### src/rtl/cycle_ctrl.sv
// Run/step controller for the CPU clock generator enable: free-run, counted
// steps, stop, halt on CPU request and halt on cycle-budget expiry.
`timescale 1ns/1ps
module cycle_ctrl #(
    parameter int CYCLE_W = 32,
    parameter int STEP_W  = 16
) (
    input  logic               clk,
    input  logic               rst_n,
    input  logic               start,
    input  logic               stop,
    input  logic               step_req,
    input  logic [STEP_W-1:0]  step_count,
    input  logic               halt_in,
    input  logic [CYCLE_W-1:0] max_cycles,
    output logic               en,
    output logic               busy,
    output logic               halted,
    output logic               timeout,
    output logic               done,
    output logic [CYCLE_W-1:0] cycle_count
);

    typedef enum logic [1:0] {IDLE, RUN, STEP, HALT} state_t;

    state_t              state_q, state_d;
    logic [STEP_W-1:0]   remaining_q, remaining_d;
    logic                timeout_d;
    logic                clear_count;
    logic                running_q, running_d;
    logic                budget_hit;

    assign running_q = (state_q == RUN) || (state_q == STEP);
    assign running_d = (state_d == RUN) || (state_d == STEP);

    // Extra bit keeps the +1 from wrapping when the counter sits at all-ones.
    assign budget_hit = (max_cycles != '0) &&
                        (({1'b0, cycle_count} + (CYCLE_W+1)'(1)) == {1'b0, max_cycles});

    always_comb begin
        // NOTE: every variable gets a default first so no path infers a latch.
        state_d     = state_q;
        remaining_d = remaining_q;
        timeout_d   = timeout;
        clear_count = 1'b0;
        unique case (state_q)
            IDLE: begin
                if (start) begin
                    state_d     = RUN;
                    clear_count = 1'b1;
                    timeout_d   = 1'b0;
                end else if (step_req && (step_count != '0)) begin
                    state_d     = STEP;
                    remaining_d = step_count;
                end
            end
            RUN, STEP: begin
                if (state_q == STEP) remaining_d = remaining_q - STEP_W'(1);
                if (halt_in) begin
                    state_d   = HALT;
                    timeout_d = 1'b0;
                end else if (budget_hit) begin
                    state_d   = HALT;
                    timeout_d = 1'b1;
                end else if (stop || ((state_q == STEP) && (remaining_q == STEP_W'(1)))) begin
                    state_d = IDLE;
                end
            end
            HALT: begin
                if (start) begin
                    state_d     = RUN;
                    clear_count = 1'b1;
                    timeout_d   = 1'b0;
                end
            end
            default: state_d = IDLE;
        endcase
    end

    // NOTE: sequential state uses non-blocking assignments so every flop
    // samples the pre-edge values regardless of statement order.
    always_ff @(posedge clk or negedge rst_n) begin
        if (!rst_n) begin
            state_q     <= IDLE;
            remaining_q <= '0;
            en          <= 1'b0;
            timeout     <= 1'b0;
            done        <= 1'b0;
            cycle_count <= '0;
        end else begin
            state_q     <= state_d;
            remaining_q <= remaining_d;
            en          <= running_d;
            timeout     <= timeout_d;
            done        <= running_q && !running_d;
            if (clear_count)
                cycle_count <= '0;
            else if (en && (cycle_count != '1))
                cycle_count <= cycle_count + CYCLE_W'(1);
        end
    end

    assign busy   = running_q;
    assign halted = (state_q == HALT);

endmodule

### config.mk
export PLATFORM = sky130hd
export DESIGN_NAME = cycle_ctrl
export DESIGN_NICKNAME = d
export VERILOG_FILES = /design/src/rtl/cycle_ctrl.sv
export SDC_FILE = /design/constraint.sdc
export NUM_CORES = 1
export LEC_CHECK = 0
export BUFFER_PORTS_ARGS = -buffer_cell sky130_fd_sc_hd__buf_2
export CAP_MARGIN = 25
export CORE_MARGIN = 5
export CORE_UTILIZATION = 56
export DETAILED_ROUTE_END_ITERATION = 16
export HOLD_SLACK_MARGIN = 0.12
export PLACE_DENSITY = 0.89
export SETUP_SLACK_MARGIN = 0.05
export SYNTH_ARGS = -nofsm -noshare
export SYNTH_HDL_FRONTEND = slang
export SYNTH_SLANG_ARGS = --single-unit
### constraint.sdc
create_clock -name clk -period 3.7 [get_ports clk]
set_input_delay 0.925 -clock clk [delete_from_list [all_inputs] [get_ports clk]]
set_output_delay 0.925 -clock clk [all_outputs]
set_load 0.02 [all_outputs]
Yosys cells after proc, flatten, opt, wreduce, memory -nomap -nowiden
Index checks and enable logic that the tools add are counted.
Widths: inputs -> output; s select.
- flip-flop bits (word level): 53
- word-level logic and storage cells: 59
- $add $sub $neg: 3
- equality and inequality tests: 13
- muxes and demuxes: 19
- reductions and logical operators: 18
- operator list (kind ; number):
    $mux 32 ; 2
    $mux 16 ; 3
    $add 32x1->33 const B ; 1
    $eq 33x32->1 ; 1
    $add 32x1->32 const B ; 1
    $ne 32x32->1 const B ; 1
    $pmux 16 s2 ; 1
    $reduce_bool 32->1 ; 1
    $eq 16x1->1 const B ; 1
    $reduce_bool 16->1 ; 1
    $sub 16x1->16 const B ; 1
    $mux 2 ; 6
    $eq 2x2->1 const B ; 3
    $ne 2x2->1 const B ; 3
    $pmux 2 s3 ; 1
    $logic_and 1x1->1 ; 5
    $mux 1 ; 5
    $eq 2x1->1 const B ; 2
    $reduce_and 4->1 ; 1
    $reduce_bool 2->1 ; 2
    $reduce_or 2->1 ; 2
    $logic_or 1x1->1 ; 3
    $ne 3x3->1 const B ; 1
    $logic_not 2->1 ; 1
    other kinds (4) ; 4

Longest topological paths before layout
Gate-level depths: netlist of run 1.
- depth after elaboration: 11
- depth in mapped cells: 10

Worst setup path before layout of run 1
OpenSTA, ideal clock, no wires.
- path type: register to register
- from: register cycle_count[0]
- to: register en
- setup time: 119 ps
- arrival: 3195 ps
- data required time: 3581 ps
- slack: 386 ps
- stages on the path, launching flop included: 10
- path buffers: 0
- clock period less this slack: 3314 ps
- cells stage by stage: dfrtp_1 ha_1 nand3_1 nor4_1 nand3_1 xnor2_1 or4_1 or4_4 a21o_1 and2_1
- word-level cells in the longest chain between the ends: 8
- elaborated cells on any way between the ends: 9
- classes of those cells: 1 x add/sub; 3 x eq/ne; 3 x mux; 2 x reduce/logical
- ends and longest elaborated chain (what ; RTL line ; text):
    start: declaration ; 21 ; output logic [CYCLE_W-1:0] cycle_count
    start signal: assignment ; 99 ; cycle_count <= cycle_count + CYCLE_W'(1);
    $add 32x1->33 * ; 38 ; (({1'b0, cycle_count} + (CYCLE_W+1)'(1)) == {1'b0, max_cycles});
    $eq 33x32->1 * ; 38 ;
    $logic_and 1x1->1 * ; 37 ; assign budget_hit = (max_cycles != '0) &&
    $mux 2 * ; 62 ; end else if (budget_hit) begin
    $mux 2 * ; 59 ; if (halt_in) begin
    $pmux 2 s3 * ; 46 ; unique case (state_q)
    $eq 2x1->1 / $eq 2x2->1 (equally long branches) ; 34 ; assign running_d = (state_d == RUN) || (state_d == STEP);
    $logic_or 1x1->1 * ; 34 ;
    named net running_d ; 30 ; logic running_q, running_d;
    end signal: assignment ; 93 ; en <= running_d;
    end: declaration ; 16 ; output logic en,
Mark *: on every way through the listed nets, which the timed path passes. The rest lies on a longest branch.
A chain may end at the register's enable or synchronous reset.

Worst setup path after layout of run 1
Ends and elaborated chain as after synthesis.

==> results of run 1 <==
## report_power, final
| group | switching [mW] | total (mW) | internal [mW] |
|---|---|---|---|
| Combinational | 0.860 | 1.38 | 0.519 |
| Clock | 0.213 | 0.350 | 0.137 |
| Sequential | 0.157 | 0.873 | 0.717 |
| Total | 1.23 | 2.60 | 1.37 |
## cells in the final DEF, fill, tap and decap left out, types with 3 or more instances in the layout
master and n:
a21o_1 5, o211ai_1 4, nand4_1 28, xor2_1 28, or3_1 10, buf_4 8, and3_1 5, nand2_1 35
nor3_1 15, inv_1 9, dfrtp_1 53, o21ai_0 22, clkbuf_8 5, nand3_1 19, nand3b_1 4, mux2i_1 3
buf_2 90, nor2_1 46, a21boi_0 3, nor4_1 18, nor3b_1 5, xnor2_1 37, and4_1 3, ha_1 6
o22ai_1 13, nor4b_1 3, nand2b_1 5, a21oi_1 30, or4_1 5, or2_2 3, and2_1 3
## through the flow
step | setup slack, ps | utilization
2_1_floorplan | 386.3 | -
3_3_place_gp | 202.3 | 0.6321
3_5_place_dp | 117.9 | 0.6321
4_1_cts | 105.1 | 0.6450
5_1_grt | 21.05 | 0.6465
6_report | 239.8 | 0.6465
## critical path, stage by stage (launching register included)
cell	delay, ps
dfrtp_1	470
ha_1	350
nand3_1	170
nor4_2	490
nand3_1	270
xnor2_1	190
or4_1	500
or4_4	580
a21o_1	190
and2_1	150
## repair_timing
| action | CTS | global route |
|---|---|---|
| hold endpoints to repair | 0 | 0 |
| setup endpoints to repair | 0 | 4 |
| resized for setup | 0 | 2 |
## layer usage
| layer | wire [um] | vias to the layer above | global-route usage |
|---|---|---|---|
| li1 | - | 1958 | - |
| met1 | 4932 | 1991 | 0.3528 |
| met2 | 5695 | 267 | 0.4209 |
| met3 | 1101 | 43 | 0.02971 |
| met4 | 360 | 0 | 0.1066 |
| met5 | 0 | - | 0 |
## registers in the layout, summed over array words and instances (netlist names)
register	cells
cycle_count	32
done	1
remaining_q	16
timeout	1
state_q	2
en	1
## cells in the mapped netlist, types with 2 or more instances
| master | count |
|---|---|
| nand2_1 | 35 |
| o21a_1 | 2 |
| inv_1 | 9 |
| nor2_1 | 47 |
| o211ai_1 | 4 |
| nor4_1 | 19 |
| or3_1 | 10 |
| nand3b_1 | 4 |
| or2_2 | 3 |
| nor3b_1 | 5 |
| xnor2_1 | 37 |
| clkbuf_1 | 17 |
| dfrtp_1 | 53 |
| nor4b_1 | 3 |
| a31oi_1 | 2 |
| a21oi_1 | 30 |
| buf_4 | 2 |
| a21o_1 | 5 |
| nand2b_1 | 5 |
| nand4_1 | 28 |
| nor3_1 | 16 |
| buf_6 | 9 |
| a21boi_0 | 3 |
| o21ai_0 | 22 |
| xor2_1 | 28 |
| and4_1 | 3 |
| a211oi_1 | 2 |
| ha_1 | 6 |
| or4_4 | 2 |
| o22ai_1 | 13 |
| mux2i_1 | 3 |
| and3_1 | 5 |
| and2_1 | 3 |
| nand3_1 | 19 |
| or4_1 | 5 |
## final timing paths
path / start / end / depth (start not counted)
min in group asynchronous: rst_n / cycle_count[12]$_DFFE_PN0P_ / 1
max in group asynchronous: rst_n / cycle_count[22]$_DFFE_PN0P_ / 2
min: remaining_q[1]$_DFFE_PN0P_ / remaining_q[1]$_DFFE_PN0P_ / 2
max reg2reg: cycle_count[0]$_DFFE_PN0P_ / en$_DFF_PN0_ / 9
max: cycle_count[0]$_DFFE_PN0P_ / en$_DFF_PN0_ / 9
min reg2reg: remaining_q[1]$_DFFE_PN0P_ / remaining_q[1]$_DFFE_PN0P_ / 2
## cell type report
class	count	area (um2)	area share
Clock buffer	5	68.82	0.01467
Clock inverter	3	25.02	0.005336
Inverter	9	33.78	0.007204
Multi-Input combinational cell	399	2601	0.5547
Sequential cell	53	1326	0.2828
Tap cell	99	123.9	0.02641
Timing Repair Buffer	98	510.5	0.1089
## kinds of logic after synthesis
| kind of cell | Yosys count | synth area share |
|---|---|---|
| muxes | 4 | 0.009913 |
| adders and majority gates | 6 | 0.01802 |
| buffers and inverters | 41 | 0.06038 |
| AOI/OAI and AO/OA | 103 | 0.1577 |
| and+or+nand+nor | 219 | 0.2878 |
| DFF | 53 | 0.3184 |
| xor gates and xnor gates | 67 | 0.1478 |
==> qor.txt, run 1 <==
outcome: finished clean
TritonCTS clock tree: built
Syn Area/Cell: 8.449 um2
top fanout value on the critical path: 6
total power of the final layout: 2.603 mW
floorplan row count: 31
Slew @ Worst Pin: 808.0 ps
number of antenna diodes: 0
post-synthesis cell area: 4165 um2
sinks on the clock net: 53
Syn Nets: 553
HPWL Detailed: 8.930 mm
post-CTS setup buffers: 0
arrival time at the worst endpoint: 3670 ps
final critical-path required period: 3460 ps
largest cells by area after synthesis: dfrtp_1, xnor2_1, xor2_1
register bit count reported by yosys: 53
drt total wl: 12.09 mm
layout cell share with drive strength beyond 1: 0.2187
number of maximum-capacitance violations: 0
Buffers on Ports: 90
Top Ports: 91
maximum level of the CTS H-tree: 2
Total Die Area: 9263 um2
final worst path period share: 0.9352
number of detailed-route iterations in the first pass: 5
pin count of the biggest net entering global routing: 30
Fin Hold WS: 535.9 ps
top cell type's share of synthesized area: 0.3184
Clock Latency Late Sink: 310 ps
final max-slew violation count: 0
final standard cell area without fillers: 4690 um2
Fin. Hold Viols: 0
startpoint kind of the worst setup timing path: register
total of hold buffers inserted after clock tree synthesis: 0
placed instance area: 4584 um2
Top FF cell, synth: dfrtp_1
share of async-settable or async-resettable flops after synthesis: 1.000
required time at the endpoint of the critical path: 3910 ps
iteration-0 DRC count of the detailed router: 428
via count of the first global-routing pass: 4026
Bufs on Longest Clock Path: 2
Routability Congestion: 0.9662
Post-route DRC: 0
root buffer cell: clkbuf_8
setup repair after global routing missed its margin: false
cell taking the most area after synthesis: dfrtp_1
gate count of the mapped netlist: 493
antenna violations before repair: 0
clk_skew: 9.602 ps
Cell variety after synth: 69
warnings from Yosys: 0
final net count: 626
initial cell density of the core: 0.5743
Max Freq: 289.0 MHz
static leakage power: 1.982 nW
part of the Yosys area used for sequential elements: 0.3184
Non-Filler Instances: 666
remaining antenna violation count after routing: 0
Die X-Extent: 96.25 um
chip height: 96.25 um
setup tns final: 0 ps
GRT Resource Usage Total: 0.2602
relative max-transition margin: 0.4608
area delta synth->final: 12.59%
PD cells: 555.0 nW/um2
via-per-instance ratio: 6.395
number of placed instances with taps included: 658
endpoint type of the worst setup path: register
register clock-pin slew on the reported worst setup and hold paths: 110 ps
residual overflow from global routing: 0
worst min-delay path class: reg2reg
per-cell routed wire length: 18.15 um
global-route wire length before repair: 19.20 mm
R2R setup slack: 240 ps
maximum vdd ir drop: 299.8 uV
TritonCTS buffer count: 5
count of flip-flops with a built-in enable after synthesis: 0
CORE AREA: 7253 um2
fillcell total: 629
kind of critical path: reg2reg
vias after detailed routing: 4259
Setup Viol. Count Final: 0
(Power assumes the default switching activity.)
==> run 2, diff against run 1 <==
--- a/config.mk
+++ b/config.mk
@@ -5,13 +5,14 @@
 export SDC_FILE = /design/constraint.sdc
 export NUM_CORES = 1
 export LEC_CHECK = 0
+export ABC_AREA = 1
 export BUFFER_PORTS_ARGS = -buffer_cell sky130_fd_sc_hd__buf_2
 export CAP_MARGIN = 25
 export CORE_MARGIN = 5
 export CORE_UTILIZATION = 56
 export DETAILED_ROUTE_END_ITERATION = 16
 export HOLD_SLACK_MARGIN = 0.12
-export PLACE_DENSITY = 0.89
+export PLACE_DENSITY = 0.88
 export SETUP_SLACK_MARGIN = 0.05
 export SYNTH_ARGS = -nofsm -noshare
 export SYNTH_HDL_FRONTEND = slang
==> run 2 against run 1 <==
Compared with the run above: critical path type unchanged; cell count grew 38%; synthesized cell count is 48% higher; via count is 20% higher; largest cell class unchanged; cell area up 7.3%; sequential share of layout area decreased by 1.9 points; highest routed layer unchanged.
==> qor.txt, run 2 <==
root buffer cell: clkbuf_8
clk_skew: 8.059 ps
Most flops, register: cycle_count
Buffers on Ports: 90
Setup Viol. Count Final: 0
cell with the biggest individual delay on the critical path: inv_1
placed instance area: 4946 um2
number of antenna diodes: 0
floorplan row count: 32
Routability Congestion: 0.9892
startpoint kind of the worst setup timing path: register
cell repeated most along the worst path: nand2_1
HPWL Detailed: 10.83 mm
Cell Chain, Critical Path: ha_1 > nand2_2 > nor2_4 > nand2_2 > nor2_4 > nand2_1 > nand2_1 > inv_1 > nand2_1 > o22ai_1
PD cells: 534.9 nW/um2
fillcell total: 744
worst min-delay path class: reg2reg
number of maximum-capacitance violations: 0
drt total wl: 13.59 mm
Cell variety after synth: 33
Max Freq: 350.5 MHz
largest family of logic cells by synthesized area: simple AND/OR/NAND/NOR gates
register clock-pin slew on the reported worst setup and hold paths: 110 ps
relative max-transition margin: 0.4319
Top Ports: 91
arrival time at the worst endpoint: 3080 ps
final critical-path required period: 2853 ps
required time at the endpoint of the critical path: 3920 ps
total of hold buffers inserted after clock tree synthesis: 0
setup tns final: 0 ps
Die X-Extent: 98.43 um
worst stage delay on the critical path: 550 ps
Post-route DRC: 0
residual overflow from global routing: 0
outcome: finished clean
basic-gate share of the synthesized area counting and, or, nand and nor cells: 0.4371
most used standard cell by instance count after synthesis: nand2_1
post-synthesis cell area: 4379 um2
Syn Nets: 789
final worst path period share: 0.7711
number of placed instances with taps included: 913
kind of critical path: reg2reg
Syn Area/Cell: 6.007 um2
static leakage power: 2.555 nW
maximum vdd ir drop: 652.5 uV
largest registers in the final layout: cycle_count: 32 flops, remaining_q: 16 flops, state_q: 2 flops
commonest cells after routing, fill and taps aside: nand2_1, inv_1, nor2_1, buf_2, nand3_1
Total Die Area: 9688 um2
initial cell density of the core: 0.5697
sinks on the clock net: 53
multiplexer fraction of the synthesized cell area: 0
cell taking the most area after synthesis: dfrtp_1
Post-Synth XOR/XNOR Area: 0.01914
GRT Resource Usage Total: 0.2839
Synth Area in Adders: 0.01714
register bit count reported by yosys: 53
via count of the first global-routing pass: 5017
maximum level of the CTS H-tree: 2
warnings from Yosys: 0
top cell type's share of synthesized area: 0.3029
Non-Filler Instances: 921
Slew @ Worst Pin: 852.2 ps
Bufs on Longest Clock Path: 2
endpoint type of the worst setup path: register
TritonCTS clock tree: built
count of flip-flops with a built-in enable after synthesis: 0
final standard cell area without fillers: 5034 um2
remaining antenna violation count after routing: 0
largest cells by area after synthesis: dfrtp_1, nand2_1, inv_1
gate count of the mapped netlist: 729
final net count: 878
area delta synth->final: 14.94%
global-route wire length before repair: 22.74 mm
Fin. Hold Viols: 0
per-cell routed wire length: 14.75 um
TritonCTS buffer count: 5
Top FF cell, synth: dfrtp_1
max FFs per register: 32
chip height: 98.43 um
CTS resizes: 0
part of the Yosys area used for sequential elements: 0.3029
Compound-Gate Fraction of Synth Area: 0.1183
via-per-instance ratio: 5.557
post-CTS setup buffers: 0
antenna violations before repair: 0
final max-slew violation count: 0
iteration-0 DRC count of the detailed router: 399
most common library cell in the layout ignoring fill and taps: nand2_1
share of async-settable or async-resettable flops after synthesis: 1.000
most frequent cells after synthesis: nand2_1, inv_1, nor2_1
vias after detailed routing: 5118
pin count of the biggest net entering global routing: 35
setup repair after global routing missed its margin: false
top fanout value on the critical path: 21
Clock Latency Late Sink: 320 ps
layout cell share with drive strength beyond 1: 0.1502
CORE AREA: 7687 um2
number of detailed-route iterations in the first pass: 5
Fin Hold WS: 529.7 ps
[run 2: path summary, 6_finish.rpt]
path | cells after the start | slack, ps | to | start
worst min register to register | 1 | 530 | remaining_q[4]$_DFFE_PN0P_ | remaining_q[4]$_DFFE_PN0P_
worst max register to register | 10 | 850 | cycle_count[4]$_DFFE_PN0P_ | cycle_count[0]$_DFFE_PN0P_
min in group asynchronous | 1 | 700 | cycle_count[9]$_DFFE_PN0P_ | rst_n
worst min-delay path | 1 | 530 | remaining_q[4]$_DFFE_PN0P_ | remaining_q[4]$_DFFE_PN0P_
max in group asynchronous | 2 | 2190 | timeout$_DFFE_PN0P_ | rst_n
worst max-delay path | 10 | 850 | cycle_count[4]$_DFFE_PN0P_ | cycle_count[0]$_DFFE_PN0P_
[run 2: area by class of cell]
type	count	area (um2)	share of cell area
multi-input cells	553	2591	0.5148
repair buffers	95	488.0	0.09694
clock inverters	2	15.01	0.002983
clock buffers	6	72.57	0.01442
inverters	110	412.9	0.08203
flip-flops and latches	53	1326	0.2635
well taps	102	127.6	0.02535
[run 2: power by group]
group	switching [mW]	internal, mW	total, mW	leakage [nW]
Sequential	0.154	0.730	0.885	0.690
Combinational	1.01	0.446	1.46	1.83
Clock	0.216	0.134	0.350	0.0374
[run 2: cell families after synthesis]
kind of cell	Yosys count
adder cells (fa/ha/maj)	6
flip-flops	53
AND/OR/NAND/NOR	445
AO/OA/AOI/OAI	94
buffers and inverters	123
XOR/XNOR	8
[run 2: critical path: cells and delay by family (launching register included)]
kind                       cells  cell delay [ps]
and+or+nand+nor                7             1160
adders and majority gates      1              270
buffers and inverters          1              550
DFF                            1              460
AOI/OAI and AO/OA              1              310
[run 2: routing by layer]
layer	vias up	global-route usage	part of all wire
li1	2514	-	-
met1	2315	0.3494	0.40
met3	41	0.04317	0.087
met5	-	0	0
met2	248	0.4951	0.48
met4	0	0.1187	0.036
[run 2: metrics by stage]
stage,util,power (mW),setup WS [ps]
2_1_floorplan,-,1.897,1357
3_3_place_gp,0.6434,2.273,747.2
3_5_place_dp,0.6434,2.333,596.3
4_1_cts,0.6548,2.681,887.9
5_1_grt,0.6548,2.922,566.8
6_report,0.6548,2.692,847.1
==> run 3, diff against run 2 <==
==> constraint.sdc (replaced) <==
create_clock -name clk -period 2.9 [get_ports clk]
set_input_delay 0.725 -clock clk [delete_from_list [all_inputs] [get_ports clk]]
set_output_delay 0.725 -clock clk [all_outputs]
set_load 0.02 [all_outputs]
==> run 3 against run 2 <==
Compared with the run above: flip-flop and latch count unchanged; cell area increased by 1.8%; power increased by 34%; setup slack got worse by 560 ps; die area unchanged; critical path type unchanged; highest routed layer unchanged.
==> qor.txt, run 3 (synthesized netlist as in run 2, its figures left out) <==
via count of the first global-routing pass: 4923
vias after detailed routing: 5227
area delta synth->final: 17.03%
top fanout value on the critical path: 6
layout cell share with drive strength beyond 1: 0.1600
number of detailed-route iterations in the first pass: 6
setup tns final: 0 ps
arrival time at the worst endpoint: 2810 ps
static leakage power: 2.616 nW
maximum vdd ir drop: 664.0 uV
max FFs per register: 32
final max-slew violation count: 0
floorplan row count: 32
Top Layer Used: met4
sinks on the clock net: 53
number of maximum-capacitance violations: 0
per-cell routed wire length: 14.98 um
number of antenna diodes: 0
wire length on met2: 6.633 mm
fillcell total: 726
startpoint kind of the worst setup timing path: register
final net count: 884
proportion of power drawn by flip-flops and latches: 0.311
most common library cell in the layout ignoring fill and taps: nand2_1
Post-route DRC: 0
clk_skew: 10.48 ps
final critical-path required period: 2611 ps
outcome: finished clean
r2r endpoint: done$_DFF_PN0_
chip height: 98.43 um
final worst path period share: 0.9002
largest registers in the final layout: cycle_count: 32 flops, remaining_q: 16 flops, state_q: 2 flops
logic depth of the worst register-to-register path: 18
required time at the endpoint of the critical path: 3090 ps
TritonCTS clock tree: built
switching share of total power: 0.4881
drt total wl: 13.89 mm
pin count of the biggest net entering global routing: 32
Top Ports: 91
global-route wire length before repair: 22.64 mm
Total Die Area: 9688 um2
antenna violations before repair: 0
kind of critical path: reg2reg
PnR worst setup slack: 289.3 ps
iteration-0 DRC count of the detailed router: 369
Clock Latency Late Sink: 310 ps
placed instance area: 4984 um2
share of power burned in combinational logic: 0.537
total of hold buffers inserted after clock tree synthesis: 0
Most flops, register: cycle_count
number of placed instances with taps included: 918
Max Freq: 383.0 MHz
Setup Viol. Count Final: 0
PD cells: 704.7 nW/um2
final standard cell area without fillers: 5125 um2
CORE AREA: 7687 um2
setup repair after global routing missed its margin: false
relative max-transition margin: 0.6268
worst reg2reg path startpoint: cycle_count[0]$_DFFE_PN0P_
wire length on met3: 1.264 mm
footprint of the multi-input gates: 2604 um2
remaining antenna violation count after routing: 0
worst min-delay path class: in2async
Buffers on Ports: 90
HPWL Detailed: 10.96 mm
Sw Pwr: 1.763 mW
residual overflow from global routing: 0
Fin Hold WS: 386.5 ps
initial cell density of the core: 0.5697
Place WS: 265.5 ps
root buffer cell: clkbuf_8
register clock-pin slew on the reported worst setup and hold paths: 100 ps
M1 wire length: 5.475 mm
Bufs on Longest Clock Path: 2
Fin. Hold Viols: 0
endpoint type of the worst setup path: register
clock group share of total power: 0.151
R2R setup slack: 290 ps
Internal: 1.849 mW
TritonCTS buffer count: 5
area taken by flip-flops and latches: 1328 um2
GRT Resource Usage Total: 0.2803
Die X-Extent: 98.43 um
Slew @ Worst Pin: 559.8 ps
Routability Congestion: 1.008
commonest cells after routing, fill and taps aside: nand2_1, inv_1, nor2_1, buf_2, nand3_1
via-per-instance ratio: 5.639
Non-Filler Instances: 927
maximum level of the CTS H-tree: 2
[run 3: metal layers]
metal  up-vias  track usage
met4         0       0.1008
met5         -            0
li1       2522            -
met2       283       0.4805
met3        46      0.05096
met1      2376       0.3539
[run 3: worst max-delay path by stage]
stage / start / end / cells after the start
after floorplan: cycle_count[0]$_DFFE_PN0P_ / done$_DFF_PN0_ / 20
after global placement: cycle_count[0]$_DFFE_PN0P_ / done$_DFF_PN0_ / 20
after detailed placement: cycle_count[0]$_DFFE_PN0P_ / done$_DFF_PN0_ / 18
after CTS: cycle_count[0]$_DFFE_PN0P_ / done$_DFF_PN0_ / 18
after global routing: cycle_count[0]$_DFFE_PN0P_ / done$_DFF_PN0_ / 18
final: cycle_count[0]$_DFFE_PN0P_ / done$_DFF_PN0_ / 18
[run 3: final cells by class]
| type | instances | area share |
|---|---|---|
| Timing Repair Buffer | 101 | 0.1040 |
| Clock buffer | 6 | 0.01611 |
| Inverter | 110 | 0.08057 |
| Tap cell | 102 | 0.02490 |
| Sequential cell | 53 | 0.2590 |
| Multi-Input combinational cell | 553 | 0.5081 |
| Clock inverter | 2 | 0.007324 |
[run 3: what timing repair did]
action,4_1_cts,5_1_grt
endpoints found under the setup margin,0,2
gates resized for setup,0,4
setup buffers,0,1
[run 3: through the flow]
stage | utilization | total power, mW
global route | 0.6667 | 3.917
floorplan | - | 2.420
finish | 0.6667 | 3.611
detailed placement | 0.6483 | 3.033
global placement | 0.6483 | 2.974
CTS | 0.6639 | 3.582
[run 3: power groups by stage]
stage               Combinational (mW)  Clock [mW]  Sequential [mW]
finish                            1.94       0.547             1.12
global route                      2.19       0.585             1.14
detailed placement                1.90           0             1.13
CTS                               1.91       0.556             1.12
global placement                  1.85           0             1.12
floorplan                         1.27           0             1.15
[run 3: worst max-delay path, stage by stage (launching register included)]
cell and delay, ps:
dfrtp_2 420, ha_2 230, nand2_2 100, nor2_4 200
nand2_4 120, nor2_4 150, nand3_1 120, nand3_1 140
o21ai_0 120, nor2_1 140, nand2_1 70, nor2_1 110
nand3_2 120, nand3_1 90, nand2_1 80, inv_1 80
nand3_1 60, nand2_1 90, nor2_1 40
